### src/rtl/sogi_pll_pkg.sv
// Shared SOGI-PLL constants (Q8.24) and the phase-integrator state encoding.
// The PI controller and the sin/cos stage use the same definitions.
package sogi_pll_pkg;

   localparam int DATA_WIDTH_DEF   = 32;
   localparam int FP_WIDTH_DEF     = 24;
   localparam int PERIOD_WIDTH_DEF = 16;

   localparam logic [31:0] TWO_PI_Q824   = 32'd105414357;
   localparam logic [31:0] DPHI_NOM_60HZ = 32'd126496;
   localparam logic [31:0] DPHI_NOM_50HZ = 32'd105414;
   localparam logic [31:0] DPHI_MAX_DEF  = 32'd252992;
   localparam logic [31:0] TS_Q_50KHZ    = 32'd85899;

   typedef enum logic [2:0] {
      ST_IDLE,
      ST_MULT,
      ST_SCALE,
      ST_ACC,
      ST_WRAP,
      ST_OUT
   } pll_state_e;

endpackage

### src/rtl/pll_phase_integrator_if.sv
// Handshake bundle between the PI stage, the phase integrator and its consumers.
interface pll_phase_integrator_if
   import sogi_pll_pkg::*;
#(
   parameter int DATA_WIDTH   = DATA_WIDTH_DEF,
   parameter int PERIOD_WIDTH = PERIOD_WIDTH_DEF
);

   logic signed [DATA_WIDTH-1:0] omega_corr;
   logic                         in_data_valid;
   logic                         in_data_ready;
   logic [DATA_WIDTH-1:0]        theta;
   logic [DATA_WIDTH-1:0]        dphi;
   logic [PERIOD_WIDTH-1:0]      period_count;
   logic                         wrap;
   logic                         sat;
   logic                         out_data_valid;
   logic                         out_data_ready;

   modport master (
      output omega_corr, in_data_valid, out_data_ready,
      input  in_data_ready, theta, dphi, period_count, wrap, sat, out_data_valid
   );

   modport slave (
      input  omega_corr, in_data_valid, out_data_ready,
      output in_data_ready, theta, dphi, period_count, wrap, sat, out_data_valid
   );

endinterface

### src/rtl/pll_phase_integrator_phase_wrap_acc.sv
// Phase accumulate and wrap into [0, 2pi), plus the samples-per-cycle counter
// whose value is captured into period_count on every wrap.
module phase_wrap_acc
   import sogi_pll_pkg::*;
#(
   parameter int                    DATA_WIDTH   = DATA_WIDTH_DEF,
   parameter int                    PERIOD_WIDTH = PERIOD_WIDTH_DEF,
   parameter logic [DATA_WIDTH-1:0] TWO_PI       = DATA_WIDTH'(TWO_PI_Q824)
) (
   input  logic                    Clk,
   input  logic                    Reset,
   input  logic                    acc_en,
   input  logic                    wrap_en,
   input  logic [DATA_WIDTH-1:0]   theta,
   input  logic [DATA_WIDTH-1:0]   dphi,
   output logic [DATA_WIDTH-1:0]   theta_next,
   output logic                    wrap_next,
   output logic [PERIOD_WIDTH-1:0] period_count
);

   logic [DATA_WIDTH:0]     sum_q, sum_d;
   logic [PERIOD_WIDTH-1:0] cnt_q, cnt_d;
   logic [PERIOD_WIDTH-1:0] period_q, period_d;
   logic [DATA_WIDTH-1:0]   sum_wrapped;

   always_comb begin
      sum_d    = sum_q;
      cnt_d    = cnt_q;
      period_d = period_q;

      if (acc_en) begin
         sum_d = {1'b0, theta} + {1'b0, dphi};
      end

      // One subtraction suffices since dphi never exceeds 2pi; the true result fits DATA_WIDTH.
      wrap_next   = (sum_q >= {1'b0, TWO_PI});
      sum_wrapped = sum_q[DATA_WIDTH-1:0] - TWO_PI;
      theta_next  = wrap_next ? sum_wrapped : sum_q[DATA_WIDTH-1:0];

      if (wrap_en) begin
         if (wrap_next) begin
            period_d = (&cnt_q) ? cnt_q : cnt_q + 1'b1;
            cnt_d    = '0;
         end else if (!(&cnt_q)) begin
            cnt_d = cnt_q + 1'b1;
         end
      end
   end

   always_ff @(posedge Clk) begin
      if (Reset) begin
         sum_q    <= '0;
         cnt_q    <= '0;
         period_q <= '0;
      end else begin
         sum_q    <= sum_d;
         cnt_q    <= cnt_d;
         period_q <= period_d;
      end
   end

   assign period_count = period_q;

endmodule

### src/rtl/pll_phase_integrator.sv
// SOGI-PLL phase integrator: scales the PI frequency correction to a per-sample
// phase step, clamps it, and integrates it into a wrapped phase angle.
module pll_phase_integrator
   import sogi_pll_pkg::*;
#(
   parameter int                    DATA_WIDTH   = DATA_WIDTH_DEF,
   parameter int                    FP_WIDTH     = FP_WIDTH_DEF,
   parameter logic [DATA_WIDTH-1:0] TWO_PI       = DATA_WIDTH'(TWO_PI_Q824),
   parameter logic [DATA_WIDTH-1:0] DPHI_NOM     = DATA_WIDTH'(DPHI_NOM_60HZ),
   parameter logic [DATA_WIDTH-1:0] DPHI_MAX     = DATA_WIDTH'(DPHI_MAX_DEF),
   parameter logic [DATA_WIDTH-1:0] TS_Q         = DATA_WIDTH'(TS_Q_50KHZ),
   parameter int                    PERIOD_WIDTH = PERIOD_WIDTH_DEF
) (
   input logic                   Clk,
   input logic                   Reset,
   pll_phase_integrator_if.slave bus
);

   localparam int PW = 2 * DATA_WIDTH;

   if (DPHI_MAX >= TWO_PI || FP_WIDTH >= DATA_WIDTH) begin : g_param_check
      $error("pll_phase_integrator: DPHI_MAX must be below TWO_PI and FP_WIDTH below DATA_WIDTH");
   end

   pll_state_e state_q, state_d;

   logic signed [DATA_WIDTH-1:0] omega_q, omega_d;
   logic signed [DATA_WIDTH-1:0] prod_hi_q, prod_hi_d;
   logic [DATA_WIDTH-1:0]        dphi_n_q, dphi_n_d;
   logic                         sat_n_q, sat_n_d;
   logic [DATA_WIDTH-1:0]        theta_q, theta_d;
   logic [DATA_WIDTH-1:0]        dphi_q, dphi_d;
   logic                         wrap_q, wrap_d;
   logic                         sat_q, sat_d;
   logic                         valid_q, valid_d;
   logic                         ready_q, ready_d;

   logic signed [DATA_WIDTH:0]   raw;
   logic [DATA_WIDTH-1:0]        clamp_val;
   logic                         clamp_sat;
   logic                         acc_en, wrap_en;
   logic [DATA_WIDTH-1:0]        theta_nx;
   logic                         wrap_nx;

   // Only the upper word of the 64-bit product is kept: it is exactly prod >>> 32 (floor).
   always_comb begin
      raw = $signed({1'b0, DPHI_NOM}) + $signed({prod_hi_q[DATA_WIDTH-1], prod_hi_q});
      clamp_val = raw[DATA_WIDTH-1:0];
      clamp_sat = 1'b0;
      if (raw[DATA_WIDTH]) begin
         clamp_val = '0;
         clamp_sat = 1'b1;
      end else if (raw > $signed({1'b0, DPHI_MAX})) begin
         clamp_val = DPHI_MAX;
         clamp_sat = 1'b1;
      end
   end

   always_comb begin
      state_d   = state_q;
      omega_d   = omega_q;
      prod_hi_d = prod_hi_q;
      dphi_n_d  = dphi_n_q;
      sat_n_d   = sat_n_q;
      theta_d   = theta_q;
      dphi_d    = dphi_q;
      wrap_d    = wrap_q;
      sat_d     = sat_q;
      valid_d   = valid_q;
      ready_d   = 1'b0;
      acc_en    = 1'b0;
      wrap_en   = 1'b0;

      unique case (state_q)
         ST_IDLE: begin
            ready_d = 1'b1;
            if (bus.in_data_valid && ready_q) begin
               omega_d = bus.omega_corr;
               ready_d = 1'b0;
               state_d = ST_MULT;
            end
         end
         ST_MULT: begin
            prod_hi_d = DATA_WIDTH'(($signed({{DATA_WIDTH{omega_q[DATA_WIDTH-1]}}, omega_q})
                                    * $signed({{DATA_WIDTH{1'b0}}, TS_Q})) >>> DATA_WIDTH);
            state_d   = ST_SCALE;
         end
         ST_SCALE: begin
            dphi_n_d = clamp_val;
            sat_n_d  = clamp_sat;
            state_d  = ST_ACC;
         end
         ST_ACC: begin
            acc_en  = 1'b1;
            state_d = ST_WRAP;
         end
         ST_WRAP: begin
            wrap_en = 1'b1;
            theta_d = theta_nx;
            dphi_d  = dphi_n_q;
            wrap_d  = wrap_nx;
            sat_d   = sat_n_q;
            valid_d = 1'b1;
            state_d = ST_OUT;
         end
         ST_OUT: begin
            if (bus.out_data_ready) begin
               valid_d = 1'b0;
               state_d = ST_IDLE;
            end
         end
         default: state_d = ST_IDLE;
      endcase
   end

   always_ff @(posedge Clk) begin
      if (Reset) begin
         state_q   <= ST_IDLE;
         omega_q   <= '0;
         prod_hi_q <= '0;
         dphi_n_q  <= '0;
         sat_n_q   <= 1'b0;
         theta_q   <= '0;
         dphi_q    <= '0;
         wrap_q    <= 1'b0;
         sat_q     <= 1'b0;
         valid_q   <= 1'b0;
         ready_q   <= 1'b0;
      end else begin
         state_q   <= state_d;
         omega_q   <= omega_d;
         prod_hi_q <= prod_hi_d;
         dphi_n_q  <= dphi_n_d;
         sat_n_q   <= sat_n_d;
         theta_q   <= theta_d;
         dphi_q    <= dphi_d;
         wrap_q    <= wrap_d;
         sat_q     <= sat_d;
         valid_q   <= valid_d;
         ready_q   <= ready_d;
      end
   end

   phase_wrap_acc #(
      .DATA_WIDTH   (DATA_WIDTH),
      .PERIOD_WIDTH (PERIOD_WIDTH),
      .TWO_PI       (TWO_PI)
   ) u_wrap_acc (
      .Clk          (Clk),
      .Reset        (Reset),
      .acc_en       (acc_en),
      .wrap_en      (wrap_en),
      .theta        (theta_q),
      .dphi         (dphi_n_q),
      .theta_next   (theta_nx),
      .wrap_next    (wrap_nx),
      .period_count (bus.period_count)
   );

   assign bus.in_data_ready  = ready_q;
   assign bus.theta          = theta_q;
   assign bus.dphi           = dphi_q;
   assign bus.wrap           = wrap_q;
   assign bus.sat            = sat_q;
   assign bus.out_data_valid = valid_q;

endmodule

### src/flat_wrapper.sv
// flat-port wrapper written by rule: the top's interface ports become plain ports
module pll_phase_integrator_flat import sogi_pll_pkg::*;
#(
   parameter int                    DATA_WIDTH   = DATA_WIDTH_DEF,
   parameter int                    FP_WIDTH     = FP_WIDTH_DEF,
   parameter logic [DATA_WIDTH-1:0] TWO_PI       = DATA_WIDTH'(TWO_PI_Q824),
   parameter logic [DATA_WIDTH-1:0] DPHI_NOM     = DATA_WIDTH'(DPHI_NOM_60HZ),
   parameter logic [DATA_WIDTH-1:0] DPHI_MAX     = DATA_WIDTH'(DPHI_MAX_DEF),
   parameter logic [DATA_WIDTH-1:0] TS_Q         = DATA_WIDTH'(TS_Q_50KHZ),
   parameter int                    PERIOD_WIDTH = PERIOD_WIDTH_DEF
)
  (Clk, Reset, bus_omega_corr, bus_in_data_valid, bus_out_data_ready, bus_in_data_ready, bus_theta, bus_dphi, bus_period_count, bus_wrap, bus_sat, bus_out_data_valid);
  pll_phase_integrator_if #(.DATA_WIDTH(DATA_WIDTH), .PERIOD_WIDTH(PERIOD_WIDTH)) bus_i ();
  input logic Clk;
  input logic Reset;
  input wire logic [$bits(bus_i.omega_corr)-1:0] bus_omega_corr;
  input wire logic [$bits(bus_i.in_data_valid)-1:0] bus_in_data_valid;
  input wire logic [$bits(bus_i.out_data_ready)-1:0] bus_out_data_ready;
  output wire logic [$bits(bus_i.in_data_ready)-1:0] bus_in_data_ready;
  output wire logic [$bits(bus_i.theta)-1:0] bus_theta;
  output wire logic [$bits(bus_i.dphi)-1:0] bus_dphi;
  output wire logic [$bits(bus_i.period_count)-1:0] bus_period_count;
  output wire logic [$bits(bus_i.wrap)-1:0] bus_wrap;
  output wire logic [$bits(bus_i.sat)-1:0] bus_sat;
  output wire logic [$bits(bus_i.out_data_valid)-1:0] bus_out_data_valid;
  assign bus_i.omega_corr = bus_omega_corr;
  assign bus_i.in_data_valid = bus_in_data_valid;
  assign bus_i.out_data_ready = bus_out_data_ready;
  assign bus_in_data_ready = bus_i.in_data_ready;
  assign bus_theta = bus_i.theta;
  assign bus_dphi = bus_i.dphi;
  assign bus_period_count = bus_i.period_count;
  assign bus_wrap = bus_i.wrap;
  assign bus_sat = bus_i.sat;
  assign bus_out_data_valid = bus_i.out_data_valid;
  pll_phase_integrator #(.DATA_WIDTH(DATA_WIDTH), .FP_WIDTH(FP_WIDTH), .TWO_PI(TWO_PI), .DPHI_NOM(DPHI_NOM), .DPHI_MAX(DPHI_MAX), .TS_Q(TS_Q), .PERIOD_WIDTH(PERIOD_WIDTH)) u_core (.Clk(Clk), .Reset(Reset), .bus(bus_i));
endmodule
### config.mk
export PLATFORM = sky130hd
export DESIGN_NAME = pll_phase_integrator_flat
export DESIGN_NICKNAME = d
export VERILOG_FILES = /design/src/rtl/sogi_pll_pkg.sv /design/src/rtl/pll_phase_integrator_if.sv /design/src/rtl/pll_phase_integrator_phase_wrap_acc.sv /design/src/rtl/pll_phase_integrator.sv /design/src/flat_wrapper.sv
export SDC_FILE = /design/constraint.sdc
export NUM_CORES = 1
export LEC_CHECK = 0
export ABC_AREA = 1
export BUFFER_PORTS_ARGS = -buffer_cell sky130_fd_sc_hd__buf_2
export CORE_UTILIZATION = 51
export CTS_BUF_LIST = sky130_fd_sc_hd__clkbuf_4 sky130_fd_sc_hd__clkbuf_8
export DETAILED_ROUTE_END_ITERATION = 16
export PLACE_DENSITY_LB_ADDON = 0.1
export SLEW_MARGIN = 20
export SYNTH_ARGS = -nofsm -noshare
export SYNTH_HDL_FRONTEND = slang
export SYNTH_HIERARCHICAL = 1
export SYNTH_SLANG_ARGS = --single-unit
### constraint.sdc
create_clock -name Clk -period 9.4 [get_ports Clk]
set_clock_uncertainty 0.15 [all_clocks]
set_input_delay 0.47 -clock Clk [delete_from_list [all_inputs] [get_ports Clk]]
set_output_delay 0.47 -clock Clk [all_outputs]
set_load 0.01 [all_outputs]
==> metrics.txt <==
initial antenna violation count=1; Worst Path Max Fanout=10; Placed Instance Area=0.02389 mm^2; Hold Path Class=primary input to flop; first-pass GRT wire length=106.6 mm; Worst Max-Slew Pin Slew=969.9 ps; Post-Route WL=approximately 66 mm; Synth Register Bits=roughly 190; Synth Cell Area=about 0.023 mm^2; gpl congestion=0.9812; CTS Buf Count=17; Fmax achieved=between 150 and 200 MHz; Seq/Total Area, Yosys=~17%; CTS Sinks=approximately 190; Slew Viols, Final=0; EDFF count, synth=0; unrepaired setup endpoints after global routing=no; critical path endpoint category=flop; Final nets=between 3000 and 4000; First-pass DRT Iterations=6; PnR worst setup slack=about 3300 ps; critical path data required time=9740 ps; Avg WL per Cell=17.17 um; clock buffer depth=2; Tcrit/Tclk final=between 60% and 70%; H-Tree Depth=4; hold worst-path end=u_core/omega_q[7]; Crit path largest cell delay=between 700 and 800 ps; status=completed; maxcap violations=0; Area growth, synth to finish=7.007%; Max stage delay cell, worst path=dfxtp_1; dominant synthesized flop cell=dfxtp_1; vias in the first global route=between 15000 and 20000; Initial Util=between 50% and 60%; 1st-iter DRT viols=1720; clock slew at the register clock pins of the worst setup and hold paths=between 100 and 150 ps; Final setup viols=0; share of cells above drive strength 1=~6.4%; Reg2Reg Setup Slack=about 3300 ps; pre-CTS WS=3514 ps; CP arrival=roughly 6400 ps; CP startpoint kind=flop; capture point of the worst reg-to-reg path=u_core/prod_hi_q[14]; critical hold path startpoint=bus_omega_corr[7]; Fillers=~4400; Routed Antenna Nets=0; Worst R2R Start=u_core/omega_q[30]; Crit Path Class=flop to flop; Async SR Flop Fraction=0%; Post-CTS Resized=0; Clk Latency, worst-skew pair=between 500 and 600 ps; Distinct cells, synth=slightly above 50; Worst slew margin=between 30% and 40%; CORE AREA=about 0.044 mm^2; Syn. warnings=6; crit-path cells=inv_1, ha_1, inv_1, ha_1, xor2_1, fa_1, fa_1, fa_1, inv_1, fa_1, inv_1, ha_1, nand2_1, inv_1, nand2_1, nor2_1, nand2_1, nor3_1, nand2_1, nand4_1, nand3_1, nand2_1, inv_1; hpwl dp=54.69 mm; reg2reg path depth=23; commonest non-fill, non-tap cell in the layout=nand2_1; pin count of the biggest net entering global routing=88; drt drc=0; WHS Path Cells=3; Crit path depth=23; synthesized area per cell=roughly 7.2 um^2; final instance area=0.02446 mm^2; Top cell by count, worst path=inv_1; GRT overflow=0; FP Rows=77; post-layout util=55.31%; clock root buffer=clkbuf_8; Fin. Hold Viols=0; total negative slack=0 ps; vias=approximately 20000; Post-Synthesis Cells=3158; CTS tree=yes; via/cell ratio=approximately 5.3; all-layer global routing usage=between 30% and 40%; port buffer count=105; die area=between 0.04 and 0.05 mm^2; Top Ports=120; fin crit period=roughly 6100 ps; Buffers & Inverters on Critical Path=6; most frequent cells in the layout=664 x nand2_1, 623 x inv_1, 316 x nor2_1, 254 x ha_1, 246 x fa_1; Die X=between 200 and 250 um; ANT cells=0; Die H=213.7 um; Top delay family on crit path=adder cells
[tightest hold or removal path, cell delays in order]
cell	delay, ps
buf_2	80
o21ai_0	80
a21oi_1	120
[Yosys cell counts (2+ instances only)]
cell        n  area (um^2)
nand3b_2    2        22.52
o21a_1     10        75.07
or2_2       3        18.77
nor4_1     10        62.56
nor2_1    316         1186
o21ai_0   172        860.8
o21bai_1   14        105.1
nand3_1   140        700.7
nand2_2     5        31.28
o211ai_1    2        15.01
nor3_1     26        130.1
nand2_1   664         2492
nor2_2      7        43.79
dfxtp_1   191         3824
a31oi_1     5        31.28
buf_4      17        127.6
xor2_1     42        367.9
fa_1      246         4925
xnor2_1     9        78.83
and3_1      3        18.77
inv_2      17        63.81
buf_2       4        20.02
and2_4      2        17.52
buf_6       5        56.30
nand4_1    46        287.8
a21o_1      8        60.06
inv_1     624         2342
a21oi_2     4        35.03
nor2_4      4        45.04
ha_1      254         3178
and2_1      2        12.51
nand3b_1   13        97.59
clkbuf_1   44        165.2
nand3_2     8        80.08
nor3_2      2        20.02
buf_1       7        26.28
a21oi_1   214         1071
o21ai_2     2        17.52
nand2_4     2        22.52
[state kept, by name, indices dropped and copies added (netlist names)]
register and cells:
u_core/sat_n_q 1, u_core/bus.dphi 18, u_core/state_q 3, u_core/prod_hi_q 18, u_core/bus.wrap 1, u_core/bus.theta 32
u_core/bus.in_data_ready 1, u_core/dphi_n_q 18, u_core/bus.out_data_valid 1, u_core/bus.sat 1, u_core/u_wrap_acc/sum_q 33, u_core/u_wrap_acc/cnt_q 16
u_core/u_wrap_acc/period_count 16, u_core/omega_q 32
[routing by layer]
metal / vias to the layer above / track usage (%) / share of wire [%]
li1: 10010 / - / -
met1: 9655 / 45.53 / 49
met2: 628 / 45.31 / 42
met3: 70 / 5.419 / 7.0
met4: 0 / 8.227 / 1.9
met5: - / 0 / 0
[metrics by stage]
| step | hold WS (ps) | instances |
|---|---|---|
| 2_1_floorplan | 307.0 | 3185 |
| 3_3_place_gp | 303.3 | 3813 |
| 3_5_place_dp | 307.8 | 3813 |
| 4_1_cts | 0.1880 | 3860 |
| 5_1_grt | 34.12 | 3860 |
| 6_report | 56.52 | 3860 |
[worst max path at each step]
stage / endpoint / startpoint / slack, ps
after floorplan: u_core/prod_hi_q[15] / u_core/omega_q[31] / 4070
after global placement: u_core/prod_hi_q[14] / u_core/omega_q[30] / 3420
after detailed placement: u_core/prod_hi_q[14] / u_core/omega_q[30] / 3510
after CTS: u_core/prod_hi_q[14] / u_core/omega_q[30] / 3460
after global routing: u_core/prod_hi_q[14] / u_core/omega_q[30] / 3040
final: u_core/prod_hi_q[14] / u_core/omega_q[30] / 3350
[cells by family after synthesis]
| family | Yosys count | share of synthesized area, % |
|---|---|---|
| compound gates | 434 | 10.03 |
| xor+xnor | 52 | 2.026 |
| fa+ha+maj | 500 | 35.45 |
| buf+inv | 720 | 12.31 |
| flops | 191 | 16.73 |
| other cells | 1 | 0.01641 |
| simple gates | 1260 | 23.44 |
[what timing repair did]
item / CTS / global route
setup buffers: 0 / 0
endpoints found under the setup margin: 0 / 0
endpoints found under the hold margin: 15 / 0
hold buffers: 15 / 0
[layout make-up]
| cell class | instances | area (um^2) | area share (%) |
|---|---|---|---|
| clock buffers | 17 | 234.0 | 0.9567 |
| clock inverters | 15 | 186.4 | 0.7623 |
| inverters | 642 | 2410 | 9.853 |
| multi-input cells | 2274 | 16320 | 66.73 |
| flip-flops and latches | 191 | 3824 | 15.63 |
| well taps | 592 | 740.7 | 3.029 |
| repair buffers | 129 | 743.2 | 3.039 |
Power is left out: the tool's default activity adds up to more than one toggle a clock period on the data nets, which glitch-free logic cannot reach.
